==> config.mk <==
export PLATFORM = sky130hd
export DESIGN_NAME = ledstrip_frame_seq
export DESIGN_NICKNAME = d
export VERILOG_FILES = /design/src/rtl/ledstrip_pkg.sv /design/src/rtl/ledstrip_pixel_scale.sv /design/src/rtl/ledstrip_frame_seq.sv
export SDC_FILE = /design/constraint.sdc
export NUM_CORES = 1
export LEC_CHECK = 0
export CORE_MARGIN = 2
export CORE_UTILIZATION = 50
export DETAILED_ROUTE_END_ITERATION = 10
export PLACE_DENSITY = 0.67
export SKIP_CTS_REPAIR_TIMING = 1
export SLEW_MARGIN = 10
export SYNTH_ARGS = -nofsm -noshare
export SYNTH_HDL_FRONTEND = slang
export SYNTH_SLANG_ARGS = --single-unit
==> constraint.sdc <==
create_clock -name clk -period 4.8 [get_ports clk]
set_clock_uncertainty 0.1 [all_clocks]
set_input_delay 0.72 -clock clk [delete_from_list [all_inputs] [get_ports clk]]
set_output_delay 0.72 -clock clk [all_outputs]
set_load 0.005 [all_outputs]
==> src/rtl/ledstrip_pkg.sv <==
// Shared types and constants for the ws2812b frame sequencer.
package ledstrip_pkg;

  typedef enum logic [1:0] {
    S_IDLE  = 2'd0,
    S_FETCH = 2'd1,
    S_ISSUE = 2'd2,
    S_DRAIN = 2'd3
  } state_t;

  localparam int unsigned PIXEL_W = 24;
  localparam int unsigned CH_W    = 8;
  localparam int unsigned G_LSB   = 16;
  localparam int unsigned R_LSB   = 8;
  localparam int unsigned B_LSB   = 0;

endpackage

==> src/rtl/ledstrip_pixel_scale.sv <==
// One colour channel scaled by global brightness: (c * (b+1)) >> 8.
module ledstrip_pixel_scale
  import ledstrip_pkg::*;
(
  input  logic [CH_W-1:0] i_ch,
  input  logic [7:0]      i_brightness,
  output logic [CH_W-1:0] o_ch
);

  logic [15:0] w_prod;

  assign w_prod = 16'(i_ch) * (16'(i_brightness) + 16'd1);
  assign o_ch   = w_prod[15:8];

endmodule

==> src/rtl/ledstrip_frame_seq.sv <==
// Frame sequencer: pixel buffer streamed to the ws2812b driver over valid/ready.
// Optional brightness scaling under LEDSTRIP_BRIGHTNESS_EN.
module ledstrip_frame_seq
  import ledstrip_pkg::*;
#(
  parameter int unsigned NUM_PIXELS = 16,
  parameter int unsigned IDX_W      = $clog2(NUM_PIXELS)
) (
  input  logic               clk,
  input  logic               rst_n,
  input  logic               wr_en,
  input  logic [IDX_W-1:0]   wr_addr,
  input  logic [23:0]        wr_data,
  input  logic [IDX_W:0]     frame_len,
  input  logic               start,
  input  logic [7:0]         brightness,
  output logic               busy,
  output logic               done,
  output logic [23:0]        drv_data,
  output logic               drv_valid,
  output logic               drv_latch,
  input  logic               drv_ready
);

  localparam int unsigned LEN_W = IDX_W + 1;
  localparam logic [LEN_W-1:0] MAX_LEN = LEN_W'(NUM_PIXELS);

  logic [PIXEL_W-1:0] r_pix_buf [NUM_PIXELS];

  state_t             r_state, w_state_d;
  logic [LEN_W-1:0]   r_len, w_len_d;
  logic [IDX_W-1:0]   r_idx, w_idx_d;
  logic [PIXEL_W-1:0] r_data, w_data_d;
  logic               r_valid, w_valid_d;
  logic               r_latch, w_latch_d;
  logic               r_busy, w_busy_d;
  logic               r_done, w_done_d;

  logic               w_last;
  logic [PIXEL_W-1:0] w_pix_raw;
  logic [PIXEL_W-1:0] w_pix;

  // Host write port, accepted in every state
  always_ff @(posedge clk or negedge rst_n) begin
    if (!rst_n) begin
      for (int i = 0; i < NUM_PIXELS; i++) r_pix_buf[i] <= '0;
    end else if (wr_en && ({1'b0, wr_addr} < MAX_LEN)) begin
      r_pix_buf[wr_addr] <= wr_data;
    end
  end

  assign w_pix_raw = r_pix_buf[r_idx];
  assign w_last    = ({1'b0, r_idx} == (r_len - LEN_W'(1)));

`ifdef LEDSTRIP_BRIGHTNESS_EN
  ledstrip_pixel_scale u_scale_g (
    .i_ch(w_pix_raw[G_LSB +: CH_W]), .i_brightness(brightness), .o_ch(w_pix[G_LSB +: CH_W])
  );
  ledstrip_pixel_scale u_scale_r (
    .i_ch(w_pix_raw[R_LSB +: CH_W]), .i_brightness(brightness), .o_ch(w_pix[R_LSB +: CH_W])
  );
  ledstrip_pixel_scale u_scale_b (
    .i_ch(w_pix_raw[B_LSB +: CH_W]), .i_brightness(brightness), .o_ch(w_pix[B_LSB +: CH_W])
  );
`else
  logic w_unused_brightness;
  assign w_unused_brightness = ^brightness;
  assign w_pix = w_pix_raw;
`endif

  always_ff @(posedge clk or negedge rst_n) begin
    if (!rst_n) begin
      r_state <= S_IDLE;
      r_len   <= '0;
      r_idx   <= '0;
      r_data  <= '0;
      r_valid <= 1'b0;
      r_latch <= 1'b0;
      r_busy  <= 1'b0;
      r_done  <= 1'b0;
    end else begin
      r_state <= w_state_d;
      r_len   <= w_len_d;
      r_idx   <= w_idx_d;
      r_data  <= w_data_d;
      r_valid <= w_valid_d;
      r_latch <= w_latch_d;
      r_busy  <= w_busy_d;
      r_done  <= w_done_d;
    end
  end

  // Next-state and registered-output logic
  always_comb begin
    w_state_d = r_state;
    w_len_d   = r_len;
    w_idx_d   = r_idx;
    w_data_d  = r_data;
    w_valid_d = r_valid;
    w_latch_d = r_latch;
    w_busy_d  = r_busy;
    w_done_d  = 1'b0;

    unique case (r_state)
      S_IDLE: begin
        // A start coinciding with the done pulse is dropped
        if (start && !r_done) begin
          w_idx_d = '0;
          if (frame_len == '0) begin
            w_len_d  = '0;
            w_done_d = 1'b1;
          end else begin
            w_len_d   = (frame_len > MAX_LEN) ? MAX_LEN : frame_len;
            w_busy_d  = 1'b1;
            w_state_d = S_FETCH;
          end
        end
      end
      S_FETCH: begin
        w_data_d  = w_pix;
        w_latch_d = w_last;
        w_valid_d = 1'b1;
        w_state_d = S_ISSUE;
      end
      S_ISSUE: begin
        if (r_valid && drv_ready) begin
          w_valid_d = 1'b0;
          w_latch_d = 1'b0;
          if (w_last) begin
            w_state_d = S_DRAIN;
          end else begin
            w_idx_d   = r_idx + IDX_W'(1);
            w_state_d = S_FETCH;
          end
        end
      end
      S_DRAIN: begin
        // Ready returning high marks the end of the strip reset gap
        if (drv_ready) begin
          w_done_d  = 1'b1;
          w_busy_d  = 1'b0;
          w_state_d = S_IDLE;
        end
      end
      default: w_state_d = S_IDLE;
    endcase
  end

  assign busy      = r_busy;
  assign done      = r_done;
  assign drv_data  = r_data;
  assign drv_valid = r_valid;
  assign drv_latch = r_latch;

endmodule

==> results_dict.tcl, run 1 <==
set metrics [dict create \
    setup_viol 0 \
    insertedDiodeCount 0 \
    reg2reg_from "r_idx[0]" \
    p_per_area_nw_per_um2 550.7 \
    rows 71 \
    initial_utilization_pct 50.83 \
    ir_drop_mv 0.3083 \
    r2r_setup_slack_ns 1.95 \
    fmax_mhz 351.2 \
    r2r_end "drv_data[5]" \
    worst-path-max-fanout 39 \
    grt_use_total_pct 21.89 \
    setup_tns_ns 0 \
    cts_max_path_buffers 3 \
    p_leak_nw 9.050 \
    gp_congestion 0.7739 \
    drt_iter0_drc 539 \
    avgSynthCellArea_um2 15.63 \
    netlist_area_um2 19190 \
    wl_per_cell_um 22.98 \
    cp-end-kind "flip-flop" \
    vias 10416 \
    port_buffers 65 \
    syn_to_final_growth_pct 13.27 \
    clk_latency_ns 0.54 \
    status "finished, final reports clean" \
    maxSlewViolCount 0 \
    cp_data_required_time_ns 5.10 \
    die_area_um2 39960 \
    fin_nets 1317 \
    reg2reg_depth 5 \
    met2WireLength_um 21100 \
    synthFlopType "dfrtp_1" \
    layout_commonest_cell "mux2_2" \
    period_share_pct 59.32 \
    drt-total-wl_um 41500 \
    h-tree-depth 2 \
    grt_pass1_vias 10999 \
    vias_per_cell 5.767 \
    relSlewSlack_pct 18.45 \
    cts_buffers 44 \
    die_h_um 199.9 \
    rsz0062_at_grt "false" \
    synth_nets 1280 \
    finalHoldViolCount 0 \
    met1_length_um 18310 \
    worstSetupPathType "reg2reg" \
    grt_max_degree 127 \
    cts_num_sinks 423 \
    wl_met3_um 1429 \
    place_ws_ns 1.453 \
    start_kind "flip-flop" \
    antenna_left 0 \
    drive_above_1_share_pct 49.42 \
    core_area_um2 37760 \
    synth-seq-cells 423 \
    drcViolationCount 0 \
    grt.overflow.total 0 \
    yosysWarnings 0 \
    synth_cell_types 41 \
    worst_slack_ns 1.953 \
    synth-async-reset-ratio_pct 100.0 \
    post-dp-hpwl_um 22910 \
    dr.max_layer_used "met5" \
    tightest_slew_ns 1.220 \
    cts_tree "yes" \
    critPathArrivalTime_ns 3.14 \
    dr.pass1.iters 4 \
    clockRootBuffer "clkbuf_16" \
    die_w_um 199.9 \
    layout_common_cells "434 x mux2_2, 420 x dfrtp_1, 96 x mux4_2, 64 x clkdlybuf4s50_1, 45 x clkbuf_16" \
    antenna_found_initial 1 \
    synth_edf_count 0 \
    io_pins 74 \
    clk_pin_slew_ns 0.06 \
    grt_pass1_wl_um 65580 \
    cap_viol_max_count 0 \
    period_needed_ns 2.847 \
    synth_cells 1228 \
    ys_seq_area_share_pct 55.16 \
    hold_slack_ns 0.1697 \
    hp-class "in2async" \
]
[how the worst max path moves through the flow]
stage,start,end,slack [ns],cells after the start
global placement,wr_en,r_pix_buf[306],1.48,4
finish,r_idx[0],drv_data[5],1.95,5
global route,r_idx[0],drv_data[9],1.74,5
detailed placement,wr_en,r_pix_buf[290],1.45,4
floorplan,wr_addr[0],r_pix_buf[100],2.63,5
CTS,r_idx[0],drv_data[9],1.85,5
[area by class of cell]
class / instances / area, µm²
tap: 511 / 639.4
multi-input combinational: 674 / 8061
inverter: 31 / 116.4
clock buffer: 70 / 1320
clock inverter: 6 / 80.08
timing repair buffer: 91 / 925.9
sequential: 423 / 10590
fill: 2987 / 16020
[worst max-delay path, cell delays in order, from the launching register on]
cell	delay [ns]
dfrtp_4	0.95
buf_4	0.33
mux4_2	0.51
mux2_2	0.27
a22oi_1	0.34
o21ai_0	0.15
[cell usage after synthesis (2+ instances only)]
cell type / n / area, µm²
dfrtp_1: 423 / 10590
a22o_1: 2 / 17.52
buf_4: 4 / 30.03
nand3b_1: 5 / 37.54
o21ai_1: 16 / 80.08
xnor2_1: 3 / 26.28
or3_1: 3 / 18.77
mux2_2: 434 / 4887
xor2_1: 2 / 17.52
nand2_1: 14 / 52.55
nor2b_1: 3 / 18.77
inv_1: 31 / 116.4
clkbuf_1: 48 / 180.2
or4_1: 3 / 22.52
nand2b_1: 7 / 43.79
mux4_2: 96 / 2162
buf_6: 5 / 56.30
nor3_1: 3 / 15.01
nand3_1: 6 / 30.03
a22oi_2: 8 / 100.1
nor2_1: 15 / 56.30
o21ai_0: 14 / 70.07
o211ai_1: 3 / 22.52
a22oi_1: 16 / 120.1
buf_2: 40 / 200.2
a21oi_1: 4 / 20.02
ha_1: 6 / 75.07
[power by group]
group / internal [mW] / switching [mW] / total [mW] / leakage (nW)
Combinational: 2.19 / 1.33 / 3.52 / 3.16
Clock: 1.98 / 1.34 / 3.32 / 0.688
Sequential: 4.46 / 0.671 / 5.13 / 5.20
[per-stage QoR]
stage / util [%] / cells / instance area (µm²) / power, mW
2_1_floorplan: - / 1228 / 19190 / 7.746
3_3_place_gp: 53.87 / 1730 / 20340 / 8.641
3_5_place_dp: 53.87 / 1730 / 20340 / 8.755
4_1_cts: 57.57 / 1806 / 21740 / 12.13
5_1_grt: 57.57 / 1806 / 21740 / 12.67
6_report: 57.57 / 1806 / 21740 / 11.97
[kinds of logic after synthesis]
family / synth area share (%)
compound gates: 2.497
fa+ha+maj: 0.3912
mux: 36.78
flops: 55.16
buf+inv: 3.240
simple gates: 1.702
xor+xnor: 0.2282
[flip-flops by register name, indices dropped and copies added (netlist names)]
signal and flops:
drv_valid 1, busy 1, r_len 5, drv_data 24, drv_latch 1, r_state 2
done 1, r_idx 4, r_pix_buf 384
[metal layers]
layer	up-vias	GRT usage (%)
li1	4589	-
met1	5616	29.79
met2	156	37.64
met3	53	3.024
met4	2	5.075
met5	-	0
(Power assumes the default switching activity.)
==> run 2, diff against run 1 <==
PLACE_DENSITY = 0.7   (was 0.67)
clock period = 2.3 ns   (was 4.8 ns; I/O delays follow)
==> results_dict.tcl, run 2 (synthesis results as in run 1) <==
set metrics [dict create \
    clockRootBuffer "clkbuf_16" \
    layout_common_cells "434 x mux2_2, 420 x dfrtp_1, 96 x mux4_2, 64 x clkdlybuf4s50_1, 49 x clkbuf_16" \
    die_h_um 199.9 \
    p_int_mw 18.71 \
    cp_data_required_time_ns 2.60 \
    fill_cells 2887 \
    cts_tree "yes" \
    drcViolationCount 0 \
    syn_to_final_growth_pct 17.78 \
    critPathArrivalTime_ns 2.58 \
    p_per_area_nw_per_um2 1148 \
    combPwrFrac_pct 32.1 \
    reg2reg_depth 5 \
    io_pins 74 \
    grt_max_degree 72 \
    worstSetupPathType "reg2reg" \
    drt_iter0_drc 421 \
    drt-total-wl_um 42140 \
    largest_reg_flops 384 \
    worstSetupStartpoint "r_idx[0]" \
    initial_utilization_pct 50.83 \
    final_cell_area_um2 22600 \
    switching_share_pct 27.85 \
    status "finished, final reports clean" \
    rsz0062_at_grt "true" \
    layout_commonest_cell "mux2_2" \
    finalPower_mw 25.94 \
    die_area_um2 39960 \
    rows 71 \
    grt_use_total_pct 22.18 \
    tightest_slew_ns 0.5801 \
    top_register "r_pix_buf" \
    start_kind "flip-flop" \
    hp-class "in2async" \
    fmax_mhz 438.9 \
    pwr-share-clk_pct 27.9 \
    clk_pin_slew_ns 0.06 \
    seq_area_um2 10590 \
    fin_nets 1366 \
    grt.overflow.total 0 \
    grt_pass1_wl_um 67030 \
    place_area_um2 21010 \
    clk_latency_ns 0.56 \
    port_buffers 65 \
    drive_above_1_share_pct 51.34 \
    antenna_left 0 \
    multi_input_area_um2 8066 \
    insertedDiodeCount 0 \
    wl_per_cell_um 22.69 \
    cp-endpoint "drv_data[9]" \
    cts_num_sinks 423 \
    ir_drop_mv 0.7016 \
    vias 10721 \
    r2r_end "drv_data[9]" \
    cp-end-kind "flip-flop" \
    utilization_pct 59.87 \
    r2r_setup_slack_ns 0.02 \
    period_needed_ns 2.278 \
    netSwitchingPower_mw 7.225 \
    cts_buffers 46 \
    core_area_um2 37760 \
    reg2reg_from "r_idx[0]" \
    cts_max_path_buffers 3 \
    p_leak_nw 9.450 \
    cap_viol_max_count 0 \
    relSlewSlack_pct 61.21 \
    antenna_found_initial 0 \
    h-tree-depth 2 \
    dr.pass1.iters 4 \
    finalHoldViolCount 0 \
    gp_congestion 0.7558 \
    post-dp-hpwl_um 24670 \
    die_w_um 199.9 \
    maxSlewViolCount 0 \
    worst-path-max-fanout 15 \
    period_share_pct 99.06 \
    seq_power_share_pct 39.9 \
    grt_pass1_vias 11400 \
    vias_per_cell 5.773 \
    setup_viol 0 \
]
## run 2: through the flow
step                      std cells  hold WS [ns]  setup slack, ns  TNS (ns)
after global routing           1857        0.2551         -0.01564  -0.06033
after detailed placement       1764        0.2149         -0.01483  -0.08620
after CTS                      1844       -0.3683          0.01245         0
after global placement         1764        0.2119          0.02544         0
after floorplan                1228      -0.05059           0.3607         0
final                          1857        0.2316          0.02171         0
## run 2: how the worst min path moves through the flow
stage / endpoint / slack (ns) / cells after the start / from
after floorplan: busy / -0.05 / 0 / rst_n
after detailed placement: r_len[2] / 0.21 / 1 / rst_n
final: drv_data[1] / 0.23 / 2 / rst_n
after global routing: drv_data[0] / 0.26 / 2 / rst_n
after CTS: drv_data[0] / -0.37 / 1 / rst_n
after global placement: r_len[0] / 0.21 / 1 / rst_n
## run 2: metal layers
metal / track usage (%) / vias up / share of wire (%)
li1: - / 4718 / -
met1: 30.58 / 5743 / 45
met2: 37.32 / 190 / 49
met3: 3.427 / 70 / 4.0
met4: 5.405 / 0 / 1.8
met5: 0 / - / 0
## run 2: power groups by stage
| stage | Combinational [mW] | Clock (mW) | Sequential, mW |
|---|---|---|---|
| final | 8.34 | 7.25 | 10.4 |
| after global routing | 9.04 | 7.72 | 10.6 |
| after CTS | 8.33 | 7.40 | 10.3 |
| after detailed placement | 8.30 | 0 | 10.5 |
| after global placement | 8.14 | 0 | 10.4 |
| after floorplan | 6.07 | 0 | 10.1 |
## run 2: area by class of cell
cell class              count  share of cell area [%]
multi-input cells         674                   35.69
clock inverters             8                  0.4096
clock buffers              72                   6.161
inverters                  31                  0.5148
repair buffers            138                   7.528
well taps                 511                   2.829
flip-flops and latches    423                   46.87
## run 2: critical path, cell delays in order (launching register included)
cell	delay, ns
dfrtp_4	0.52
buf_12	0.20
mux4_2	0.51
mux2_2	0.28
a22oi_1	0.34
o21ai_0	0.16
==> edit 1: new RTL, settings of run 2 <==
Add a define of `LEDSTRIP_BRIGHTNESS_EN`.
--- a/src/rtl/ledstrip_frame_seq.sv
+++ b/src/rtl/ledstrip_frame_seq.sv
@@ -2,2 +2,4 @@
 // Optional brightness scaling under LEDSTRIP_BRIGHTNESS_EN.
+`define LEDSTRIP_BRIGHTNESS_EN
+
 module ledstrip_frame_seq
Function: changed (Yosys sat finds a counterexample within 4 cycles, from zero or initial values and one cycle with rst_n low).
==> edit 1 against run 2 <==
The run now ends with negative setup slack left. Core utilization grew 3.1 points. Routed wire length increased by 48%. Highest routed layer unchanged. Sequential cell count did not move. Final area increased by 40%. Critical path depth rose by 14. Synthesized area grew 32%. Sequential share of layout area fell by 13 points. Critical endpoint is now drv_data[15]$_DFFE_PN0P_. Critical path type unchanged. Global-route usage is 1.8 points higher. Worst setup slack got worse by 3.6 ns.
Power is not shown: default switching activity piles up to over one toggle a cycle in this logic, so the estimate is an artifact.
==> edit 1: results (changes against run 2) <==
CP max-delay cell - or4_4 (was dfrtp_4)
crit-path max cell delay - 0.53 ns
Async S/R FF share, synth - 100% (unchanged)
All-Layer GR Usage - 24.0% (was 22.2%)
fraction of layout cells with a size suffix above 1 - 44.6% (was 51.3%)
post-route cell area - 31600 um2 (was 22600 um2)
Layout Nets - 2524 (was 1366)
first-pass GRT wire length - 99.5 mm (was 67.0 mm)
Via density - 5.66 (was 5.77)
deepest level of the CTS H-tree - 2 (unchanged)
Detail Placement HPWL - 42.1 mm (was 24.7 mm)
count of filler cells inserted in the layout - 3680 (was 2887)
critical path data arrival time - 6.32 ns (was 2.58 ns)
Antenna Nets Post-Route - 0 (unchanged)
ranking of synthesized cells by area - dfrtp_1 42%, mux2_2 18%, fa_1 9.5% (was dfrtp_1 55%, mux2_2 25%, mux4_2 11%)
Fin Setup TNS - -81.60 ns (was 0 ns)
Post-synth top flop - dfrtp_1 (unchanged)
Final WS setup - -3.61 ns (was 0.0217 ns)
vias in the first global route - 18200 (was 11400)
Iter 0 DRT Violations - 967 (was 421)
Mapped Cells - 1984 (was 1228)
total number of vias - 16800 (was 10700)
clk_lat worst skew - 0.59 ns (was 0.56 ns)
final setup violation count - 26 (was 0)
GP Congestion - 0.837 (was 0.756)
CTS clk-pin slew, worst paths - 0.06 ns (about the same)
failing checks - negative setup slack
Max clock buf depth - 3 (unchanged)
router iterations before antenna repair - 5 (was 4)
post-synthesis cell type count - 64 (was 41)
syn_nets - 2253 (was 1280)
number of flip-flops in the largest register - 384 (unchanged)
top cells by count, synth - 423 x dfrtp_1, 413 x mux2_2, 183 x nor2_1 (was 434 x mux2_2, 423 x dfrtp_1, 96 x mux4_2)
Top reg by flops - r_pix_buf (unchanged)
Root Buffer - clkbuf_16 (unchanged)
worst min path class - primary input to async pin (unchanged)
initial antenna violation count - 1 (was 0)
crit path max fanout - 6 (was 15)
Worst Tran Pin Value - 0.658 ns (was 0.580 ns)
Placed Area - 29300 um2 (was 21000 um2)
sequential area share after synthesis - 41.7% (was 55.2%)
Final Routed Wirelength - 62.2 mm (was 42.1 mm)
port bufs - 73 (was 65)
Num CTS Buffers - 46 (unchanged)
warnings from Yosys - 0 (unchanged)
largest net degree at the start of global routing - 69 (was 72)
run status - complete, but fails checks (was finished clean)
DP Cell Count - 2849 (was 1764)
[edit 1: changes by cell type after synthesis, sizes merged, moves of 23 or more]
cell,run 2,this run
ha,6,103
inv,31,158
or2,0,34
mux2i,1,26
nand2,14,55
nor2,15,183
clkbuf,48,92
fa,0,120
buf,52,29
[edit 1: cell type report]
| cell class | count | area share [%] |
|---|---|---|
| clock buffer | 68 | 4.22 |
| antenna | 1 | 0.00792 |
| clock inverter | 15 | 0.570 |
| multi-input combinational | 1281 | 45.8 |
| inverter | 159 | 1.89 |
| timing repair buffer | 344 | 11.3 |
| tap | 672 | 2.66 |
| sequential | 423 | 33.5 |
[edit 1: metrics by stage]
step	hold slack (ns)	setup WS [ns]
6_report	0.202	-3.61
5_1_grt	0.218	-3.77
3_5_place_dp	0.220	-3.70
4_1_cts	-0.402	-3.73
2_1_floorplan	-0.0506	-3.59
3_3_place_gp	0.224	-3.56
[edit 1: kinds of logic after synthesis]
kind of cell    count (synthesis)  synth area share (%)
compound gates                105                  2.81
simple gates                  379                  7.01
flops                         423                  41.7
fa+ha+maj                     223                  14.5
buf+inv                       280                  4.43
mux                           539                  28.3
xor+xnor                       35                  1.21
[edit 1: path summary, 6_finish.rpt]
check,to,cells past startpoint,from
max in group asynchronous,r_pix_buf[42]$_DFFE_PN0P_,3,rst_n
setup / recovery,drv_data[15]$_DFFE_PN0P_,19,r_idx[0]$_DFFE_PN0P_
min in group clk,r_len[3]$_DFFE_PN0P_,3,frame_len[3]
hold / removal,r_pix_buf[246]$_DFFE_PN0P_,2,rst_n
setup reg to reg,drv_data[15]$_DFFE_PN0P_,19,r_idx[0]$_DFFE_PN0P_
hold reg to reg,drv_data[11]$_DFFE_PN0P_,2,drv_data[11]$_DFFE_PN0P_
[edit 1: per-layer routing]
layer / share of wire (%) / track usage, % / wire length, um
met5: 0 / 0 / 0
met4: 2.0 / 6.39 / 1220
met3: 4.5 / 3.42 / 2830
met2: 49 / 40.3 / 30500
met1: 44 / 32.9 / 27600
[edit 1: critical path, delay by kind of cell, from the launching register on]
family,cells,cell delay [ns]
and+or+nand+nor,7,1.63
AOI/OAI and AO/OA,1,0.29
DFF,1,0.44
muxes,2,0.79
adders and majority gates,5,2.16
buffers and inverters,4,0.40
==> edit 2: new RTL, config.mk and constraints of run 2 <==
Made on the original files. Reset style: synchronous (`rst_n`), changed in 2 clocked blocks.
--- a/src/rtl/ledstrip_frame_seq.sv
+++ b/src/rtl/ledstrip_frame_seq.sv
@@ -43,3 +43,3 @@
   // Host write port, accepted in every state
-  always_ff @(posedge clk or negedge rst_n) begin
+  always_ff @(posedge clk) begin
     if (!rst_n) begin
@@ -70,3 +70,3 @@
 
-  always_ff @(posedge clk or negedge rst_n) begin
+  always_ff @(posedge clk) begin
     if (!rst_n) begin
Function: differs if rst_n is asserted again (counterexample within 4 cycles, from zero or initial values and one cycle with rst_n low); with rst_n held inactive, the same outputs for 4 cycles.
==> edit 2 against run 2 <==
Routed wire length rose by 1.5%. Sequential cell count is the same. Synthesized cell count grew 2.3%. Synthesized area fell by 1.6%. Global-route usage increased by 0.68 points. Count of clock-buffer cells in the layout shrank 17. Sequential share of layout area grew 8.3 points. Final area down 1.2%. Worst setup slack gained 0.070 ns.
Power is not compared: it rests on default switching activity, and its combinational part moved more than twofold at a synthesized area within 25%.
==> edit 2: results (changes against run 2) <==
Via density - 5.57 (was 5.77)
Final WS setup - 0.0917 ns (was 0.0217 ns)
fraction of area in multi-input gates - 27.8% (was 35.7%)
FF/Latch Area - 12300 um2 (was 10600 um2)
Async S/R FF share, synth - 0% (was 100%)
GRT met2 Usage - 38.3% (was 37.3%)
top cells by count, synth - 386 x and2_1, 384 x edfxtp_1, 96 x mux4_2 (was 434 x mux2_2, 423 x dfrtp_1, 96 x mux4_2)
clock buffers - 55 (was 72)
worst reg2reg path depth - 6 (was 5)
Final Non-Filler Cells - 1900 (was 1857)
Layout Nets - 1411 (was 1366)
crit path max fanout - 20 (was 15)
Wirelength per Cell - 22.5 um (was 22.7 um)
pre-CTS WS - -0.0744 ns (was -0.0148 ns)
syn_nets - 1308 (was 1280)
sequential area share after synthesis - 65.2% (was 55.2%)
Signal buffers - 157 (was 138)
Placed Area - 20900 um2 (was 21000 um2)
WL met2 - 21.2 mm (was 20.7 mm)
Num CTS Buffers - 44 (was 46)
mux contribution to synthesized area - 12.8% (was 36.8%)
GR Util met1 - 30.7% (was 30.6%)
All-Layer GR Usage - 22.9% (was 22.2%)
first-pass GRT wire length - 65.8 mm (was 67.0 mm)
met3 routed WL - 2.75 mm (was 1.67 mm)
fraction of layout cells with a size suffix above 1 - 19.7% (was 51.3%)
area fraction in compound gates after synthesis - 3.33% (was 2.50%)
count of filler cells inserted in the layout - 2784 (was 2887)
largest net degree at the start of global routing - 37 (was 72)
hold_ws - 0.388 ns (was 0.232 ns)
reg-to-reg slack, setup - 0.09 ns (was 0.02 ns)
non-clk buf share - 7.80% (was 7.53%)
met3 GRT Util - 4.41% (was 3.43%)
crit-path max cell delay - 0.52 ns (about the same)
adder-cell share of the synthesized area - 0.398% (was 0.391%)
Max clock buf depth - 3 (unchanged)
worst min path class - register to register (was primary input to async pin)
Non-clk invs - 6 (was 31)
ranking of synthesized cells by area - edfxtp_1 61%, and2_1 13%, mux4_2 11% (was dfrtp_1 55%, mux2_2 25%, mux4_2 11%)
post-route cell area - 22300 um2 (was 22600 um2)
mean post-synth cell area - 15.0 um2 (was 15.6 um2)
GP Congestion - 0.769 (was 0.756)
DP Cell Count - 1823 (was 1764)
router iterations before antenna repair - 5 (was 4)
Detail Placement HPWL - 26.8 mm (was 24.7 mm)
Worst slew margin - 49.7% (was 61.2%)
multi-input gates - 727 (was 674)
Post-synth top flop - edfxtp_1 (was dfrtp_1)
vias in the first global route - 11300 (was 11400)
run status - finished clean (unchanged)
Top reg by flops - r_pix_buf (unchanged)
clock-cell share of area - 6.28% (was 6.57%)
CP max-delay cell - mux4_2 (was dfrtp_4)
-- edit 2: cell types whose count changed after synthesis, sizes merged, moves of 34 or more --
| cell | delta |
|---|---|
| and2 | +385 |
| dfrtp | -423 |
| dfxtp | +39 |
| edfxtp | +384 |
| mux2 | -434 |
| nor2 | +34 |
-- edit 2: final timing paths --
kind,startpoint,endpoint
max,r_idx[0]$_SDFFE_PN0P_,drv_data[0]$_SDFFE_PN0P_
min,drv_latch$_SDFFE_PN0P_,drv_latch$_SDFFE_PN0P_
max reg2reg,r_idx[0]$_SDFFE_PN0P_,drv_data[0]$_SDFFE_PN0P_
min reg2reg,drv_latch$_SDFFE_PN0P_,drv_latch$_SDFFE_PN0P_
-- edit 2: report_power, final --
| part | leakage, nW | internal [W] | switching, W |
|---|---|---|---|
| combinational | 3.04 | 0.000885 | 0.000956 |
| clock | 0.689 | 0.00413 | 0.00284 |
| sequential | 3.98 | 0.00890 | 0.000205 |
